### config.mk
export PLATFORM = sky130hd
export DESIGN_NAME = axis_packet_generator
export DESIGN_NICKNAME = d
export VERILOG_FILES = /design/src/rtl/axis_packet_generator.sv
export SDC_FILE = /design/constraint.sdc
export NUM_CORES = 1
export LEC_CHECK = 0
export ABC_AREA = 1
export CORE_MARGIN = 10
export CORE_UTILIZATION = 55
export CTS_BUF_LIST = sky130_fd_sc_hd__clkbuf_8
export DETAILED_ROUTE_END_ITERATION = 10
export PLACE_DENSITY = 0.9
export SYNTH_ARGS = -nofsm -noshare
export SYNTH_HDL_FRONTEND = slang
export SYNTH_SLANG_ARGS = --single-unit
### constraint.sdc
create_clock -name m_axis_aclk -period 3.3 [get_ports m_axis_aclk]
set_clock_uncertainty 0.1 [all_clocks]
set_input_delay 0.825 -clock m_axis_aclk [delete_from_list [all_inputs] [get_ports m_axis_aclk]]
set_output_delay 0.825 -clock m_axis_aclk [all_outputs]
set_load 0.02 [all_outputs]
### src/rtl/axis_packet_generator.sv
// axis_packet_generator
//   AXI-Stream master-only traffic source. On an accepted start it emits
//   cfg_count packets of cfg_len beats each. Beat data is cfg_seed plus the
//   beat's index within the whole burst, wrapping modulo 2^DATA_WIDTH.
//   cfg_gap idle cycles are inserted between packets, but never after the
//   last packet. Downstream backpressure (m_axis_tready) is honoured.
//
// Ports
//   m_axis_aclk    : clock, all logic on the rising edge
//   m_axis_areset  : synchronous reset, active-high, highest priority
//   start          : single-cycle burst request, sampled only in IDLE
//   cfg_len        : beats per packet      (latched on accepted start)
//   cfg_count      : packets per burst     (latched on accepted start)
//   cfg_gap        : idle cycles between packets (latched on accepted start)
//   cfg_seed       : first data word       (latched on accepted start)
//   busy           : high from accepted start until done
//   done           : one-cycle pulse at burst completion
//   pkt_sent       : packets fully accepted in the current/last burst
//   m_axis_tdata   : stream data
//   m_axis_tvalid  : stream valid
//   m_axis_tready  : stream ready from downstream
//   m_axis_tlast   : high on the final beat of each packet
//
// State | meaning
// ------+-------------------------------------------------------------
// IDLE  | waiting for start; zero-length/zero-count bursts finish here
// SEND  | presenting beats; tvalid held until each beat transfers
// GAP   | tvalid low; down-counter times the inter-packet gap
//
// All outputs come straight from flops.

module axis_packet_generator #(
  parameter int DATA_WIDTH = 32,
  parameter int LEN_WIDTH  = 16,
  parameter int CNT_WIDTH  = 16,
  parameter int GAP_WIDTH  = 8
) (
  input  logic                  m_axis_aclk,
  input  logic                  m_axis_areset,
  input  logic                  start,
  input  logic [LEN_WIDTH-1:0]  cfg_len,
  input  logic [CNT_WIDTH-1:0]  cfg_count,
  input  logic [GAP_WIDTH-1:0]  cfg_gap,
  input  logic [DATA_WIDTH-1:0] cfg_seed,
  output logic                  busy,
  output logic                  done,
  output logic [CNT_WIDTH-1:0]  pkt_sent,
  output logic [DATA_WIDTH-1:0] m_axis_tdata,
  output logic                  m_axis_tvalid,
  input  logic                  m_axis_tready,
  output logic                  m_axis_tlast
);

  typedef enum logic [1:0] {
    ST_IDLE = 2'd0,
    ST_SEND = 2'd1,
    ST_GAP  = 2'd2
  } state_t;

  state_t                state_q, state_d;
  logic [LEN_WIDTH-1:0]  len_q, len_d;
  logic [LEN_WIDTH-1:0]  rem_q, rem_d;          // beats left in packet, incl. current
  logic [CNT_WIDTH-1:0]  count_q, count_d;
  logic [CNT_WIDTH-1:0]  pkt_sent_q, pkt_sent_d;
  logic [GAP_WIDTH-1:0]  gap_q, gap_d;
  logic [GAP_WIDTH-1:0]  gap_cnt_q, gap_cnt_d;  // gap down-counter, exits at 1
  logic [DATA_WIDTH-1:0] data_q, data_d;
  logic                  valid_q, valid_d;
  logic                  last_q, last_d;
  logic                  busy_q, busy_d;
  logic                  done_q, done_d;
  logic                  xfer;
  logic [CNT_WIDTH-1:0]  pkt_next;

  always_comb begin
    xfer     = valid_q && m_axis_tready;
    pkt_next = pkt_sent_q + CNT_WIDTH'(1);
  end

  always_comb begin
    state_d    = state_q;
    len_d      = len_q;
    rem_d      = rem_q;
    count_d    = count_q;
    pkt_sent_d = pkt_sent_q;
    gap_d      = gap_q;
    gap_cnt_d  = gap_cnt_q;
    data_d     = data_q;
    valid_d    = valid_q;
    last_d     = last_q;
    busy_d     = busy_q;
    done_d     = 1'b0;

    case (state_q)
      ST_IDLE: begin
        busy_d  = 1'b0;
        valid_d = 1'b0;
        last_d  = 1'b0;
        if (start) begin
          len_d      = cfg_len;
          count_d    = cfg_count;
          gap_d      = cfg_gap;
          pkt_sent_d = '0;
          busy_d     = 1'b1;
          if ((cfg_len == '0) || (cfg_count == '0)) begin
            // Empty burst: busy and done overlap for exactly this one cycle.
            done_d = 1'b1;
          end else begin
            state_d = ST_SEND;
            valid_d = 1'b1;
            data_d  = cfg_seed;
            rem_d   = cfg_len;
            last_d  = (cfg_len == LEN_WIDTH'(1));
          end
        end
      end

      ST_SEND: begin
        if (xfer) begin
          // Data index runs across packet boundaries, so never reload seed.
          data_d = data_q + DATA_WIDTH'(1);
          if (last_q) begin
            pkt_sent_d = pkt_next;
            rem_d      = len_q;
            if (pkt_next == count_q) begin
              state_d = ST_IDLE;
              valid_d = 1'b0;
              last_d  = 1'b0;
              busy_d  = 1'b0;
              done_d  = 1'b1;
            end else if (gap_q == '0) begin
              last_d = (len_q == LEN_WIDTH'(1));
            end else begin
              state_d   = ST_GAP;
              valid_d   = 1'b0;
              last_d    = 1'b0;
              gap_cnt_d = gap_q;
            end
          end else begin
            rem_d  = rem_q - LEN_WIDTH'(1);
            last_d = (rem_q == LEN_WIDTH'(2));
          end
        end
      end

      ST_GAP: begin
        if (gap_cnt_q == GAP_WIDTH'(1)) begin
          state_d = ST_SEND;
          valid_d = 1'b1;
          last_d  = (len_q == LEN_WIDTH'(1));
        end else begin
          gap_cnt_d = gap_cnt_q - GAP_WIDTH'(1);
        end
      end

      default: begin
        state_d = ST_IDLE;
        valid_d = 1'b0;
        last_d  = 1'b0;
        busy_d  = 1'b0;
      end
    endcase
  end

  always_ff @(posedge m_axis_aclk) begin
    if (m_axis_areset) begin
      state_q    <= ST_IDLE;
      len_q      <= '0;
      rem_q      <= '0;
      count_q    <= '0;
      pkt_sent_q <= '0;
      gap_q      <= '0;
      gap_cnt_q  <= '0;
      data_q     <= '0;
      valid_q    <= 1'b0;
      last_q     <= 1'b0;
      busy_q     <= 1'b0;
      done_q     <= 1'b0;
    end else begin
      state_q    <= state_d;
      len_q      <= len_d;
      rem_q      <= rem_d;
      count_q    <= count_d;
      pkt_sent_q <= pkt_sent_d;
      gap_q      <= gap_d;
      gap_cnt_q  <= gap_cnt_d;
      data_q     <= data_d;
      valid_q    <= valid_d;
      last_q     <= last_d;
      busy_q     <= busy_d;
      done_q     <= done_d;
    end
  end

  assign busy          = busy_q;
  assign done          = done_q;
  assign pkt_sent      = pkt_sent_q;
  assign m_axis_tdata  = data_q;
  assign m_axis_tvalid = valid_q;
  assign m_axis_tlast  = last_q;

endmodule

Word level (Yosys, flattened, before mapping)
Index checks and enable logic that the tools add are counted.

word-level totals
  register bits = 118
  input port bits = 76
  logic and storage cells = 104

cells by class
  add/sub/neg operators = 4
  equal/unequal tests = 17
  multiplexer cells = 54
  bitwise logic cells = 1
  reduce and logical (&&, ||, !) cells = 16

operators with widths
  kind                                                 number
  two-way mux 16 bit                                   7
  two-way mux 32 bit                                   3
  one-hot mux 16 bit (2 select lines)                  2
  one-hot mux 32 bit (2 select lines)                  1
  two-way mux 8 bit                                    5
  adder 32 x 1 -> 32 bit (second input constant)       1
  == test 16 x 1 -> 1 bit (second input constant)      2
  logical NOT 16 bit                                   2
  two-way mux 1 bit                                    23
  inequality test 2 bit (second input constant)        9
  adder 16 x 1 -> 16 bit (second input constant)       1
  == test 16 bit                                       1
  == test 16 x 2 -> 1 bit (second input constant)      1
  one-hot mux 8 bit (2 select lines)                   1
  AND reduction 4 bit                                  4
  subtractor 16 x 1 -> 16 bit (second input constant)  1
  two-way mux 2 bit                                    7
  AND reduction 6 bit                                  2
  one-hot mux 1 bit (3 select lines)                   3
  == test 8 x 1 -> 1 bit (second input constant)       1
  logical NOT 8 bit                                    1
  subtractor 8 x 1 -> 8 bit (second input constant)    1
  one-hot mux 2 bit (3 select lines)                   1
  AND reduction 2 bit                                  2
  other kinds (9)                                      10

Longest topological paths before layout
  word-level depth = 6
  depth in mapped cells = 18

Worst setup path before layout
Ideal clock, no wire load.

  path type = input -> register
  start = in cfg_len[2]
  end = reg data_q[22], in the netlist m_axis_tdata[22]
  setup time = 0.122 ns
  data arrival time = 2.098 ns
  required time = 3.078 ns
  slack = 0.981 ns
  stages = 10
  buffers on the path = 1
  path through = or2_1 nor4_1 nand2_1 a21oi_2 nor2_1 buf_2 nand2_1 a21oi_1 o21ai_0 a21oi_1

on the way
  longest elaborated chain between the ends = 4

RTL lines
  what                                    line  source
  start, declared                         41    input logic [LEN_WIDTH-1:0] cfg_len,
  logical NOT 16 bit                      105   if ((cfg_len == '0) || (cfg_count == '0)) begin
  logical OR 1 bit                        105
  inequality test 2 bit (no source line)  --
  AND reduction 4 bit (no source line)    --
  end signal, assigned                    187   data_q <= data_d;
  end, declared                           67    logic [DATA_WIDTH-1:0] data_q, data_d;

No other way between the ends.
A chain may end at the register's enable or synchronous reset.

Final worst setup path
  start = in cfg_len[2]
  end = reg data_q[16], in the netlist m_axis_tdata[16]

The elaborated chain is that of the path after synthesis.

==> results.yml <==
status:
  status: "complete, no violations"
critical_path:
  crit_chain: "clkdlybuf4s50_1 > or2_1 > nor4_1 > nand2_1 > a21oi_2 > nor2_4 > inv_2 > a21oi_1 > o21ai_0 > a21oi_1"
  worstPathMaxFanout: 15
  end_kind: "flip-flop"
  path_class: "in -> reg"
  arrival_ns: 3.00
  max_stage_delay_ns: 0.44
  worstSetupStartpoint: "cfg_len[2]"
  crit_top_cell: "a21oi_1"
  startpoint_type: "input pin"
  reg2reg_from: "pkt_sent[0]"
  crit_path_end: "m_axis_tdata[16]"
  timing.rr.end: "gap_cnt_q[1]"
  cp_slowest_cell: "clkdlybuf4s50_1"
  r2r_setup_slack_ns: 0.63
  r2r_cells: 14
  cp.required_ns: 3.53
  path_buf_inv: 2
  cp.depth: 10
  critPathTopFamily: "simple AND/OR/NAND/NOR gates"
power:
  ir_worst_vdd_mv: 0.494
  leakage_nw: 3.38
  swShare: 0.462
  clock_power_share: 0.162
  p_switching_mw: 3.32
  p_seq_frac: 0.328
  combPwrFrac: 0.510
  intPower_mw: 3.86
  power.density_mw_per_mm2: 817
sta:
  finalSetupViolations: 0
  hold_viol: 0
  setup_tns_ns: 0
  tightest_slew_ns: 0.629
  slew_headroom: 0.578
  period_share: 0.840
  rsz0062_at_grt: "no"
  drv_slew: 0
  finalCriticalPeriod_ns: 2.77
  max_freq_mhz: 361
global_routing:
  grt-ovfl-total: 0
  grt_pass1_wl_um: 35300
  grt_start_max_net_pins: 60
  grt_pass1_vias: 7413
  antenna_found_initial: 1
  grt.total_usage: 0.236
cells_and_area:
  final_common_cell: "nand2_1"
  drive_gt1_frac: 0.0958
  final_area_mm2: 0.00879
  nets: 1272
  areaGrowthSynthToFinish_pct: 25.5
  final_cell_mix: "nand2_1 (222), clkdlybuf4s50_1 (126), dfxtp_1 (118)"
placed_design:
  io_buffers: 127
  place_congestion: 0.961
  hpwl_um: 15600
  postPlaceCellArea_mm2: 0.00845
cts:
  hold_buffers: 0
  clock_tree.buffer_depth: 2
  cts_resized: 0
  cts_setup_buffers: 0
  cts-buffers-inserted: 17
  clk_pin_slew_ns: 0.07
  clk_latency_ns: 0.45
  cts-htree-levels: 4
  cts-root-buf: "clkbuf_8"
  cts_sinks: 118
  cts_tree: "yes"
logic_synthesis:
  ys_warn_count: 0
  ys_types: 44
  syn-num-nets: 1156
  synth-seq-area-share: 0.337
  synth_seq_cells: 118
  ys.flop_type: "dfxtp_1"
  synth_edf_count: 0
  syn_area_mm2: 0.00700
  syn_inst: 1074
  async_flop_share: 0
  syn_area_per_cell_um2: 6.52
floorplan:
  boundaryPins: 128
  core_area_mm2: 0.0126
  die_h_um: 133
  rows: 41
  die-area_mm2: 0.0176
  start_util: 0.557
  die_w_um: 133
drt:
  first_pass_iters: 8
  drc: 0
  drt_iter0_markers: 824
  via_count: 7978
  final_antenna_net_count: 0
  avgViaCountPerCell: 5.81
  wl_um: 21700
  drt-wirelength-per-cell_um: 15.8
run:
  drv_cap: 0
min_path:
  hold_start: "count_q[8]"
  hold_class: "reg -> reg"
-- synthesized netlist by cell type (11+ instances only) --
master | instances | area (µm²)
nor3_1 | 13 | 65.1
nor2_1 | 102 | 383
o21ai_0 | 100 | 500
clkbuf_1 | 35 | 131
nand2_1 | 223 | 837
dfxtp_1 | 118 | 2360
nand3_1 | 70 | 350
a21oi_1 | 104 | 521
nor2_2 | 16 | 100
nand4_1 | 26 | 163
or2_2 | 14 | 87.6
o22ai_1 | 11 | 68.8
inv_1 | 107 | 402
nor4_1 | 17 | 106
nand2_2 | 11 | 68.8
-- power groups by stage --
stage,sequential (mW),combinational (mW),clock (mW)
global placement,2.34,3.47,0
CTS,2.33,3.62,1.16
detailed placement,2.35,3.58,0
global route,2.41,4.02,1.25
finish,2.35,3.66,1.16
floorplan,2.44,2.33,0
-- how the worst min path moves through the flow --
| stage | end | slack (ns) | cells after the start |
|---|---|---|---|
| final | count_q[8] | 0.37 | 2 |
| after global routing | len_q[13] | 0.39 | 2 |
| after CTS | count_q[8] | 0.37 | 2 |
| after detailed placement | count_q[8] | 0.36 | 2 |
| after global placement | count_q[5] | 0.35 | 2 |
| after floorplan | gap_q[6] | 0.34 | 2 |
-- layer usage --
metal	part of all wire	vias to the layer above	GRT usage
met5	0	-	0
met4	0.022	0	0.0868
met3	0.081	53	0.0617
met2	0.48	406	0.390
met1	0.42	3672	0.289
li1	-	3847	-
-- layout make-up --
| cell class | count | area (µm²) |
|---|---|---|
| Multi-Input combinational cell | 794 | 4020 |
| Fill cell | 1046 | 3780 |
| Sequential cell | 118 | 2360 |
| Timing Repair Buffer | 144 | 1420 |
| Inverter | 115 | 432 |
| Clock buffer | 22 | 303 |
| Tap cell | 172 | 215 |
| Clock inverter | 8 | 35.0 |
| Antenna cell | 1 | 2.50 |
-- sequential cells by signal, summed over array words and instances, names as in the netlist --
name / flops
m_axis_tdata: 32
count_q: 16
len_q: 16
pkt_sent: 16
rem_q: 16
gap_cnt_q: 8
gap_q: 8
state_q: 2
busy: 1
done: 1
m_axis_tlast: 1
m_axis_tvalid: 1
-- cell families (layout without fill, tap and decap cells) --
| family | Yosys count | in the layout | synth area share |
|---|---|---|---|
| other | 0 | 1 | 0 |
| adder cells (fa/ha/maj) | 6 | 6 | 0.0107 |
| AND/OR/NAND/NOR | 516 | 516 | 0.343 |
| flip-flops | 118 | 118 | 0.337 |
| XOR/XNOR | 13 | 13 | 0.0163 |
| buffers and inverters | 162 | 289 | 0.0899 |
| AO/OA/AOI/OAI | 259 | 259 | 0.203 |
-- metrics by stage --
step | power [mW] | setup WS [ns] | hold slack (ns) | std cells | util
5_1_grt | 7.67 | 0.429 | 0.393 | 1374 | 0.699
2_1_floorplan | 4.77 | 0.981 | 0.339 | 1074 | -
4_1_cts | 7.11 | 0.556 | 0.371 | 1373 | 0.699
3_5_place_dp | 5.93 | 0.0797 | 0.362 | 1343 | 0.672
6_report | 7.18 | 0.527 | 0.369 | 1374 | 0.699
3_3_place_gp | 5.82 | 0.182 | 0.355 | 1343 | 0.672
-- worst reg2reg max path, delay by kind of cell (launching register included) --
| family | cells | cell delay (ns) |
|---|---|---|
| AOI/OAI and AO/OA | 1 | 0.16 |
| adders and majority gates | 1 | 0.24 |
| DFF | 1 | 0.49 |
| and+or+nand+nor | 12 | 1.58 |
Power figures use the tool's default switching activity.
